**src/rtl/dff_arb_pkg.sv**
```systemverilog
// Shared definitions for the dual-rail storage arbiter.
// Contents:
//   state_t  - sequencer states (IDLE, HOLD, RELEASE); code 2'd3 is unused
//   Q_RESET  - power-on value of the dual-rail flop (stored bit 0, complement 1)
package dff_arb_pkg;

    typedef enum logic [1:0] {
        IDLE    = 2'd0,
        HOLD    = 2'd1,
        RELEASE = 2'd2
    } state_t;

    localparam logic [1:0] Q_RESET = 2'b01;

endpackage

```
**src/rtl/dff_share_arbiter_rr_pick.sv**
```systemverilog
// Round-robin picker: purely combinational.
// Ports:
//   req     - request vector, one bit per requester
//   ptr     - index of the requester with highest priority this round
//   sel     - one-hot select of the winning requester (all zero when none)
//   idx     - binary index of the winner (0 when none)
//   any_req - at least one request is present
module rr_pick #(
    parameter int NUM_REQ = 4,
    parameter int IDX_W   = $clog2(NUM_REQ)
) (
    input  logic [NUM_REQ-1:0] req,
    input  logic [IDX_W-1:0]   ptr,
    output logic [NUM_REQ-1:0] sel,
    output logic [IDX_W-1:0]   idx,
    output logic               any_req
);

    assign any_req = |req;

    // Scan starting at ptr and wrapping; the first hit wins.
    always_comb begin
        logic [IDX_W-1:0] j;
        logic             found;
        // NOTE: every signal written here gets a default first, so no path
        // leaves it unassigned and no latch is inferred.
        sel   = '0;
        idx   = '0;
        found = 1'b0;
        j     = '0;
        for (int k = 0; k < NUM_REQ; k++) begin
            j = IDX_W'((int'(ptr) + k) % NUM_REQ);
            if (!found && req[j]) begin
                found  = 1'b1;
                sel[j] = 1'b1;
                idx    = j;
            end
        end
    end

endmodule

```
**src/rtl/dff_share_arbiter.sv**
```systemverilog
// Round-robin arbiter and sequencer owning one shared dual-rail storage flop.
// Each grant loads the winner's Din bit into Q, holds it for HOLD_CYCLES
// clocks, pulses Ack for one cycle, then rotates priority past the winner.
// Ports:
//   Clk    - rising-edge clock
//   Reset  - asynchronous, active-high reset
//   Req    - per-requester request level
//   Din    - per-requester data bit, sampled only at the grant edge
//   Grant  - one-hot grant, high for HOLD_CYCLES cycles per transaction
//   Ack    - one-hot single-cycle completion pulse
//   Q      - dual-rail storage: Q[1] = stored bit, Q[0] = its complement
//   Valid  - Q holds a currently granted value
//   Busy   - sequencer is not in IDLE
module dff_share_arbiter
    import dff_arb_pkg::*;
#(
    parameter int NUM_REQ     = 4,
    parameter int HOLD_CYCLES = 3
) (
    input  logic               Clk,
    input  logic               Reset,
    input  logic [NUM_REQ-1:0] Req,
    input  logic [NUM_REQ-1:0] Din,
    output logic [NUM_REQ-1:0] Grant,
    output logic [NUM_REQ-1:0] Ack,
    output logic [1:0]         Q,
    output logic               Valid,
    output logic               Busy
);

    localparam int IDX_W = $clog2(NUM_REQ);
    localparam int CNT_W = $clog2(HOLD_CYCLES + 1);

    state_t             state, state_next;
    logic [CNT_W-1:0]   cnt, cnt_next;
    logic [IDX_W-1:0]   ptr, ptr_next;
    logic [IDX_W-1:0]   owner, owner_next;     // index of the current grantee
    logic [NUM_REQ-1:0] grant_next, ack_next;
    logic [1:0]         q_next;
    logic               valid_next, busy_next;

    logic [NUM_REQ-1:0] pick_sel;
    logic [IDX_W-1:0]   pick_idx;
    logic               pick_any;

    rr_pick #(
        .NUM_REQ (NUM_REQ),
        .IDX_W   (IDX_W)
    ) u_pick (
        .req     (Req),
        .ptr     (ptr),
        .sel     (pick_sel),
        .idx     (pick_idx),
        .any_req (pick_any)
    );

    // NOTE: sequential state uses non-blocking assignments so every register
    // samples the pre-edge values, independent of statement order.
    always_ff @(posedge Clk or posedge Reset) begin
        if (Reset) begin
            state <= IDLE;
            cnt   <= '0;
            ptr   <= '0;
            owner <= '0;
            Grant <= '0;
            Ack   <= '0;
            Q     <= Q_RESET;
            Valid <= 1'b0;
            Busy  <= 1'b0;
        end else begin
            state <= state_next;
            cnt   <= cnt_next;
            ptr   <= ptr_next;
            owner <= owner_next;
            Grant <= grant_next;
            Ack   <= ack_next;
            Q     <= q_next;
            Valid <= valid_next;
            Busy  <= busy_next;
        end
    end

    // Next-state and next-output logic; everything holds unless a state
    // below says otherwise.
    always_comb begin
        state_next = state;
        cnt_next   = cnt;
        ptr_next   = ptr;
        owner_next = owner;
        grant_next = Grant;
        ack_next   = Ack;
        q_next     = Q;
        valid_next = Valid;
        busy_next  = Busy;

        case (state)
            IDLE: begin
                if (pick_any) begin
                    grant_next = pick_sel;
                    owner_next = pick_idx;
                    // Both rails come from one sampled bit, so they can
                    // never disagree.
                    q_next     = {Din[pick_idx], ~Din[pick_idx]};
                    valid_next = 1'b1;
                    busy_next  = 1'b1;
                    cnt_next   = CNT_W'(HOLD_CYCLES - 1);
                    state_next = HOLD;
                end
            end
            HOLD: begin
                if (cnt != '0) begin
                    cnt_next = cnt - 1'b1;
                end else begin
                    grant_next = '0;
                    ack_next   = Grant;   // Grant is still one-hot of owner
                    valid_next = 1'b0;
                    state_next = RELEASE;
                end
            end
            RELEASE: begin
                ack_next   = '0;
                ptr_next   = (owner == IDX_W'(NUM_REQ - 1)) ? '0 : owner + 1'b1;
                busy_next  = 1'b0;
                state_next = IDLE;
            end
            default: begin
                // Unused encoding: drop any partial transaction and resume.
                grant_next = '0;
                ack_next   = '0;
                valid_next = 1'b0;
                busy_next  = 1'b0;
                state_next = IDLE;
            end
        endcase
    end

endmodule

```
**config.mk**
```make
export PLATFORM = sky130hd
export DESIGN_NAME = dff_share_arbiter
export DESIGN_NICKNAME = d
export VERILOG_FILES = /design/src/rtl/dff_arb_pkg.sv /design/src/rtl/dff_share_arbiter_rr_pick.sv /design/src/rtl/dff_share_arbiter.sv
export SDC_FILE = /design/constraint.sdc
export NUM_CORES = 1
export LEC_CHECK = 0
export CORE_MARGIN = 2
export CORE_UTILIZATION = 47
export DETAILED_ROUTE_END_ITERATION = 12
export PLACE_DENSITY = 0.75
export SYNTH_ARGS = -nofsm -noshare
export SYNTH_HDL_FRONTEND = slang
export SYNTH_HIERARCHICAL = 1
export SYNTH_SLANG_ARGS = --single-unit
export TNS_END_PERCENT = 5
```
**constraint.sdc**
```tcl
create_clock -name Clk -period 2.7 [get_ports Clk]
set_input_delay 0.405 -clock Clk [delete_from_list [all_inputs] [get_ports Clk]]
set_output_delay 0.405 -clock Clk [all_outputs]
set_load 0.05 [all_outputs]
```
# Word level (Yosys, flattened, before mapping)
# Cells that the tools add are included.
# word_totals
wordCells	101
in_bits	10
output_inout_bits	12
reg_bits	20
# op_classes
order_cmp	9
eq_ne	6
n_mux	45
reduce_logical	20
bitwise	7
n_addsub	5
# ops
cell	count
2-to-1 mux 4 bit	7
2-to-1 mux 2 bit	9
< comparator 2 x 3 -> 1 bit, second input constant	5
2-to-1 mux 1 bit	14
OR 4 bit	3
one-hot mux 4 bit (3 select lines)	1
binary-select mux 1 bit (select 2 bit)	5
demux 1 bit (select 2 bit)	4
>= comparator 2 x 1 -> 1 bit, second input constant	4
one-hot mux 2 bit (2 select lines)	2
one-hot mux 4 bit (2 select lines)	1
AND reduction 2 bit	4
logical AND 1 bit	7
inequality test 2 bit, second input constant	3
AND reduction 3 bit	2
adder 2 x 1 -> 2 bit, second input constant	2
adder 2 bit, second input constant	2
equality test 2 bit, second input constant	2
inverter 1 bit	4
nonzero test 2 bit	2
OR reduction 4 bit	1
logical NOT 1 bit	3
one-hot mux 1 bit (3 select lines)	1
equality test 2 x 1 -> 1 bit, second input constant	1
other kinds (3)	3

# Depth between registers and ports, before layout
# depth
depth_word	15
ltp_mapped	12
depth_no_buf	10

# Hierarchy
# Netlist, hierarchy kept.
# by_module_without_submodules
mod	area_per_inst_um2	n_inst	seq_area_each_um2	cells_per_inst
dff_share_arbiter	894.6	1	501.7	81
rr_pick	446.7	1	0.0	51

# Least setup slack after synthesis
# Ideal clock, no wire load.
# synth_timing
path_type	flip-flop to flip-flop
from	reg ptr[1]
to	reg Q[1]
path_buffers	2
setup_time_ns	0.133
arrival_ns	2.514
synth_period_minus_slack_ns	2.647
required_ns	2.567
path_stages_with_launch	12
path_slack_ns	0.053
cell_sequence	dfrtp_1 > clkbuf_4 > inv_1 > ha_1 > buf_2 > mux4_2 > nor2b_4 > o21ai_0 > o31ai_1 > mux4_2 > nand2_1 > o21ai_0
# synth_via
elab_chain_len	14
elab_cells_between_ends	26
cone_classes	3 x add/sub; 17 x mux; 6 x reduce/logical
# synth_lines
item	line	rtl
start: declaration	dff_share_arbiter.sv:36	logic [IDX_W-1:0] ptr, ptr_next;
start signal: assignment	dff_share_arbiter.sv:73	ptr <= ptr_next;
parallel branches: the longest is 11 deep, another holds adder 2 x 1 -> 2 bit	--	
2-to-1 mux 2 bit (*)	dff_share_arbiter_rr_pick.sv:33	if (!found && req[j]) begin
named net pick_idx[0]	dff_share_arbiter.sv:43	logic [IDX_W-1:0] pick_idx;
binary-select mux 1 bit (select 2 bit) (*)	dff_share_arbiter.sv:103	q_next = {Din[pick_idx], ~Din[pick_idx]};
2-to-1 mux 1 bit (implied by the code) (*)	dff_share_arbiter.sv:103	
end signal: assignment	dff_share_arbiter.sv:77	Q <= q_next;
end: declaration	dff_share_arbiter.sv:26	output logic [1:0] Q,
# Mark *: on every way through the listed nets, which the timed path passes. The select of a mux whose other input is x is not followed.
# A chain may end at the register's enable or synchronous reset.

# Worst setup path in the final report
# layout_timing
from	reg ptr[0]
to	reg Q[1]
# Same word-level chain as after synthesis.

==> out/metrics.yaml <==
run_status:
  status: "finished clean"
grt:
  busiest_layer: "met2"
  gr-total-overflow: 0
  grt_pass1_vias: 1145
  grtUsageMet2_pct: 32.1
  antenna_found_initial: 0
  grt_pass1_wl_mm: 5.04
  track_usage_pct: 19.3
  grt_max_degree: 21
  use_met3_pct: 5.22
  gr-usage-met1_pct: 23.7
clock_tree:
  cts_made_buffers: 3
  cts_sinks: 20
  cts.hold.buffers_added: 0
  tritoncts: "done"
  htreeDepth: 1
  insertion_delay_ps: 310
  clockRootBuffer: "clkbuf_4"
  clk_pin_slew_ps: 120
  cts_buffer_depth: 2
setup_path:
  arrival_ps: 2680
  worstSetupPathType: "register to register"
  crit_top_cell: "inv_1"
  regToRegSetupSlack_ps: 210
  end_kind: "register"
  r2r-end: "Q[1]$_DFFE_PP0P_"
  worstPathCellList: "inv_1 > ha_1 > buf_4 > mux4_1 > nand2b_4 > nor3_4 > inv_1 > o22ai_2 > mux4_2 > nand2_1 > o21ai_0"
  start_kind: "register"
  rr_startpoint: "ptr[0]$_DFFE_PP0N_"
  slowest_stage: "dfrtp_2"
  worstRegToRegCells: 11
  critPathRequiredTime_ps: 2890
  crit_fanout: 7
  cpPeakStageDelay_ps: 470
power_and_ir_drop:
  power.switching_mw: 1.07
  p_leak_nw: 0.709
  p_comb_share_pct: 64.8
  pwr-share-seq_pct: 24.7
  swShare_pct: 46.1
  p_per_area_nw_per_um2: 1360
  clkPwrFrac_pct: 10.5
  intPower_mw: 1.25
  ir_drop_v: 0.000954
yosys:
  synthDistinctLibCells: 41
  syn_inst: 132
  synth_top_cell_area_share_pct: 35.4
  synth_nets: 149
  yosysTopAreaCell: "dfrtp_1"
  synth_edf_count: 0
  ys_async_sr_fraction_pct: 100
  ys_seq_area_share_pct: 37.4
  synthesis.area_um2: 1340
  ys_warn_count: 6
  synth-seq-cells: 20
  ys.flop_type: "dfrtp_1"
  synth_area_per_cell_um2: 10.2
  synth.area.top_cells: "dfrtp_1, mux4_2, ha_1"
sta:
  finalCritPeriodShare_pct: 92.2
  worstMarginPinSlew_ps: 734
  rsz0062_at_grt: "no"
  clock.fmax_mhz: 402
  skew_ps: 13.4
  drv_slew: 0
  maxSlewHeadroom_pct: 51.0
  fin_crit_ps: 2490
  hold_viol: 0
  setup_slack_ps: 212
  hold_slack_ps: 508
  setup_viol: 0
min_path:
  min_path_type: "input port to asynchronous set/reset pin"
routing:
  drc: 0
  drt_iter0_markers: 68
  wl_mm: 3.00
  wl_per_cell_um: 15.6
  num_vias: 1154
  firstDrtPassIters: 4
  vias_per_cell: 6.01
  antenna_left: 0
layout:
  layout-drive-gt1-share_pct: 20.5
  num-nets-final: 179
  layout.filler_cells: 228
  areaGrowthSynthToFinish_pct: 26.5
  layout_commonest_cell: "clkdlybuf4s50_1"
  antenna_cells: 0
  final_cell_mix: "clkdlybuf4s50_1, dfrtp_1, nand2_1"
floorplanning:
  start_util_pct: 49.1
  die-area_um2: 3300
  placementRows: 19
  num_io_pins: 22
  die_y_um: 57.4
  die_w_um: 57.4
  core_um2: 2730
place:
  dp_slack_ps: -224
  place.gp.congestion: 0.784
  io_buffers: 21
  hpwl_mm: 2.23
flow_run:
  max_cap_violations: 0
-- cells in the mapped netlist, types with 3 or more instances --
cell,number
a21oi_1,7
a22oi_1,10
buf_2,3
dfrtp_1,19
ha_1,7
inv_1,9
mux2i_1,3
mux4_2,4
nand2_1,12
nand3_1,5
nor2_1,3
nor3_1,3
o21a_1,4
o21ai_0,7
o21ai_1,3
o2bb2ai_1,4
-- worst max path at each step --
stage                                   from          endpoint  cells after the start
final                     ptr[0]$_DFFE_PP0N_  Q[1]$_DFFE_PP0P_                     11
after global routing      ptr[0]$_DFFE_PP0N_  Q[1]$_DFFE_PP0P_                      9
after CTS                 ptr[0]$_DFFE_PP0N_  Q[1]$_DFFE_PP0P_                     10
after detailed placement              Req[3]  Q[1]$_DFFE_PP0P_                      8
after global placement                Req[3]  Q[1]$_DFFE_PP0P_                      8
after floorplan           ptr[1]$_DFFE_PP0N_  Q[1]$_DFFE_PP0P_                     11
-- through the flow --
step	power (mW)	cells	util [%]	TNS, ps	instance area, um^2
after global placement	1.97	187	59.4	-53.5	1620
after CTS	2.28	191	61.4	0	1680
after floorplan	1.61	132	-	0	1340
final	2.31	192	62.1	0	1700
after detailed placement	2.03	187	59.4	-387	1620
after global routing	2.47	192	62.1	0	1700
-- flip-flops by register name, summed over array words and instances (netlist names) --
signal  count
Ack         4
Grant       4
Q           2
cnt         2
owner       2
ptr         2
state       2
Busy        1
Valid       1
-- final cells by class --
class	instances	area [um^2]	area share, %
Multi-Input combinational cell	95	772	45.5
Tap cell	31	38.8	2.29
Clock inverter	1	30.0	1.77
Sequential cell	20	503	29.6
Timing Repair Buffer	32	293	17.3
Inverter	10	37.5	2.21
Clock buffer	3	22.5	1.33
-- timing repair --
action                                  CTS  global route
endpoints found under the setup margin    2             2
pin swaps                                 0             0
gates resized for setup                   1             2
endpoints found under the hold margin     0             0
buffers inserted                          0             1
-- critical path: cells and delay by family, from the launching register on --
family	cells	cell delay, ps
mux	2	590
flops	1	470
simple gates	3	380
buf+inv	3	330
fa+ha+maj	1	330
compound gates	2	270
-- cell families (layout without fill, tap and decap cells) --
logic type                 after synthesis  count (layout)  share of synthesized area (%)
AOI/OAI and AO/OA                       43              43                           21.4
buffers and inverters                   17              46                           5.88
and+or+nand+nor                         34              34                           15.4
adders and majority gates                7               7                           6.53
muxes                                   11              11                           13.4
DFF                                     20              20                           37.4
-- power groups by stage --
| stage | clock [mW] | combinational, mW | sequential [mW] |
|---|---|---|---|
| after detailed placement | 0 | 1.45 | 0.582 |
| final | 0.243 | 1.50 | 0.571 |
| after global routing | 0.259 | 1.62 | 0.594 |
| after floorplan | 0 | 0.840 | 0.765 |
| after global placement | 0 | 1.39 | 0.578 |
| after CTS | 0.249 | 1.46 | 0.577 |
-- layer usage --
metal	vias up	wire length, um
met4	0	48
met3	4	161
met1	560	1300
li1	548	-
met2	42	1490
met5	-	0
Note: power is estimated with default switching activity, not from simulation.
==> variant, RTL diff (same flow settings) <==
`NUM_REQ` is set to 4 in 2 places; all go to 2.
--- a/src/rtl/dff_share_arbiter_rr_pick.sv
+++ b/src/rtl/dff_share_arbiter_rr_pick.sv
@@ -6,7 +6,7 @@
 //   idx     - binary index of the winner (0 when none)
 //   any_req - at least one request is present
 module rr_pick #(
-    parameter int NUM_REQ = 4,
+    parameter int NUM_REQ = 2,
     parameter int IDX_W   = $clog2(NUM_REQ)
 ) (
     input  logic [NUM_REQ-1:0] req,
--- a/src/rtl/dff_share_arbiter.sv
+++ b/src/rtl/dff_share_arbiter.sv
@@ -14,7 +14,7 @@
 module dff_share_arbiter
     import dff_arb_pkg::*;
 #(
-    parameter int NUM_REQ     = 4,
+    parameter int NUM_REQ     = 2,
     parameter int HOLD_CYCLES = 3
 ) (
     input  logic               Clk,
Interface: changed (resized Ack, Din, Grant and Req); port bits go from 22 to 14. No check against the original RTL was run, so the function may have changed too.
==> variant against the original RTL <==
  * Utilization is 1.4 points higher
  * Global-route usage down 3.3 points
  * Sequential cell count is 6 lower
  * Sequential share of layout area is 12 points higher
  * Cell count is 51% lower
  * Hold slack worse by 66 ps
  * Total power is 53% lower
  * Design area decreased by 50%
  * Synthesized area shrank 49%
  * Setup slack improved by 480 ps
  * Routed wire length down 57%
  * Non-clock buffer count shrank 19
  * First-iteration DRC count decreased by 81%
==> variant: results (changes against the original RTL) <==
* Psw at 499.9 uW (was 1.066 mW)
* Max stage delay on crit path at 790 ps (was 470 ps)
* DP HPWL at 916.1 um (was 2.234 mm)
* Port Buffers at 13 (was 21)
* 1st-iter DRT viols at 13 (was 68)
* Commonest cells in the synthesized netlist: dfrtp_1 (13), inv_1 (7), nor2_1 (7) (was dfrtp_1 (19), nand2_1 (12), a22oi_1 (10))
* Clock Latency Late Sink at 280 ps (was 310 ps)
* Layout cell share with drive strength beyond 1 at 12.50% (was 20.50%)
* Leakage power at 0.3675 nW (was 0.7092 nW)
* Worst setup startpoint: Q[0]$_DFFE_PP1P_ (was ptr[0]$_DFFE_PP0N_)
* Number of global-route vias before repair at 481 (was 1,145)
* Final #Nets at 88 (was 179)
* Ranking of synthesized cells by area: dfrtp_1 (48%), dfstp_2 (3.9%), inv_1 (3.9%) (was dfrtp_1 (35%), mux4_2 (6.7%), ha_1 (6.5%))
* Sequential share of the synthesized area at 51.75% (was 37.41%)
* Resized Gates After CTS at 0 (was 1)
* Outcome: completed (unchanged)
* CP max stage cell: clkdlybuf4s50_1 (was dfrtp_2)
* Clock slew at reported path FFs at 80 ps (was 120 ps)
* Global-route wire length before repair at 2.139 mm (was 5.037 mm)
* CP delay by family, top: buffers and inverters (was multiplexers)
* Gr usage total at 16.00% (was 19.28%)
* Worst reg-to-reg path cell count at 2 (was 11)
* Worst R2R End: owner$_DFFE_PP0P_ (was Q[1]$_DFFE_PP0P_)
* Largest net degree at the start of global routing at 15 (was 21)
* Routability Congestion at 0.8523 (was 0.7837)
* Post-synth cell types at 28 (was 41)
* Post-Syn Nets at 72 (was 149)
* Layout Skew at 4.304 ps (was 13.37 ps)
* Vias at 497 (was 1,154)
* VDD IR max at 0.5968 mV (was 0.9543 mV)
* Worst r2r src: state[1]$_DFFE_PP0P_ (was ptr[0]$_DFFE_PP0N_)
* WL final at 1.287 mm (was 2.998 mm)
variant: area by class of cell:
class,instances,area [um2]
fill,118,488.0
sequential,14,351.6
multi-input combinational,41,279.0
timing repair buffer,13,130.1
clock buffer,4,36.28
inverter,8,30.03
tap,15,18.77
variant: power groups by stage:
stage	logic [mW]	clock network [mW]	registers, mW
2_1_floorplan	0.283	0	0.526
3_3_place_gp	0.533	0	0.406
3_5_place_dp	0.545	0	0.404
4_1_cts	0.548	0.151	0.403
5_1_grt	0.584	0.164	0.418
6_report	0.545	0.150	0.403
variant: through the flow:
step	cells	hold WS, ps	worst slack, ps	area [um2]	power [mW]
2_1_floorplan	65	293.5	1447	679.4	0.8090
3_3_place_gp	91	445.1	892.3	809.5	0.9391
3_5_place_dp	91	438.6	855.3	809.5	0.9493
4_1_cts	95	450.2	686.1	845.8	1.101
5_1_grt	95	473.2	659.5	845.8	1.166
6_report	95	441.7	688.5	845.8	1.099
variant: worst min path at each step:
stage / endpoint / slack, ps
floorplan: Ack[0]$_DFFE_PP0P_ / 290
global placement: ptr$_DFFE_PP0N_ / 450
detailed placement: ptr$_DFFE_PP0N_ / 440
CTS: ptr$_DFFE_PP0N_ / 450
global route: ptr$_DFFE_PP0N_ / 470
finish: Valid$_DFFE_PP0P_ / 440
variant: logic make-up after synthesis:
logic type	Yosys count	synth area share [%]
fa+ha+maj	1	1.841
simple gates	18	15.10
mux	2	3.131
compound gates	20	21.00
flops	14	51.75
buf+inv	10	7.183
variant: layer usage:
layer  vias up  routed length (um)  track usage (%)  share of wire (%)
met5         -                   0                0                  0
met4         0                  10            5.625               0.78
met3         2                  64            3.879                5.0
met2        17                 550            23.13                 43
met1       222                 661            23.58                 51
li1        256                   -                -                  -
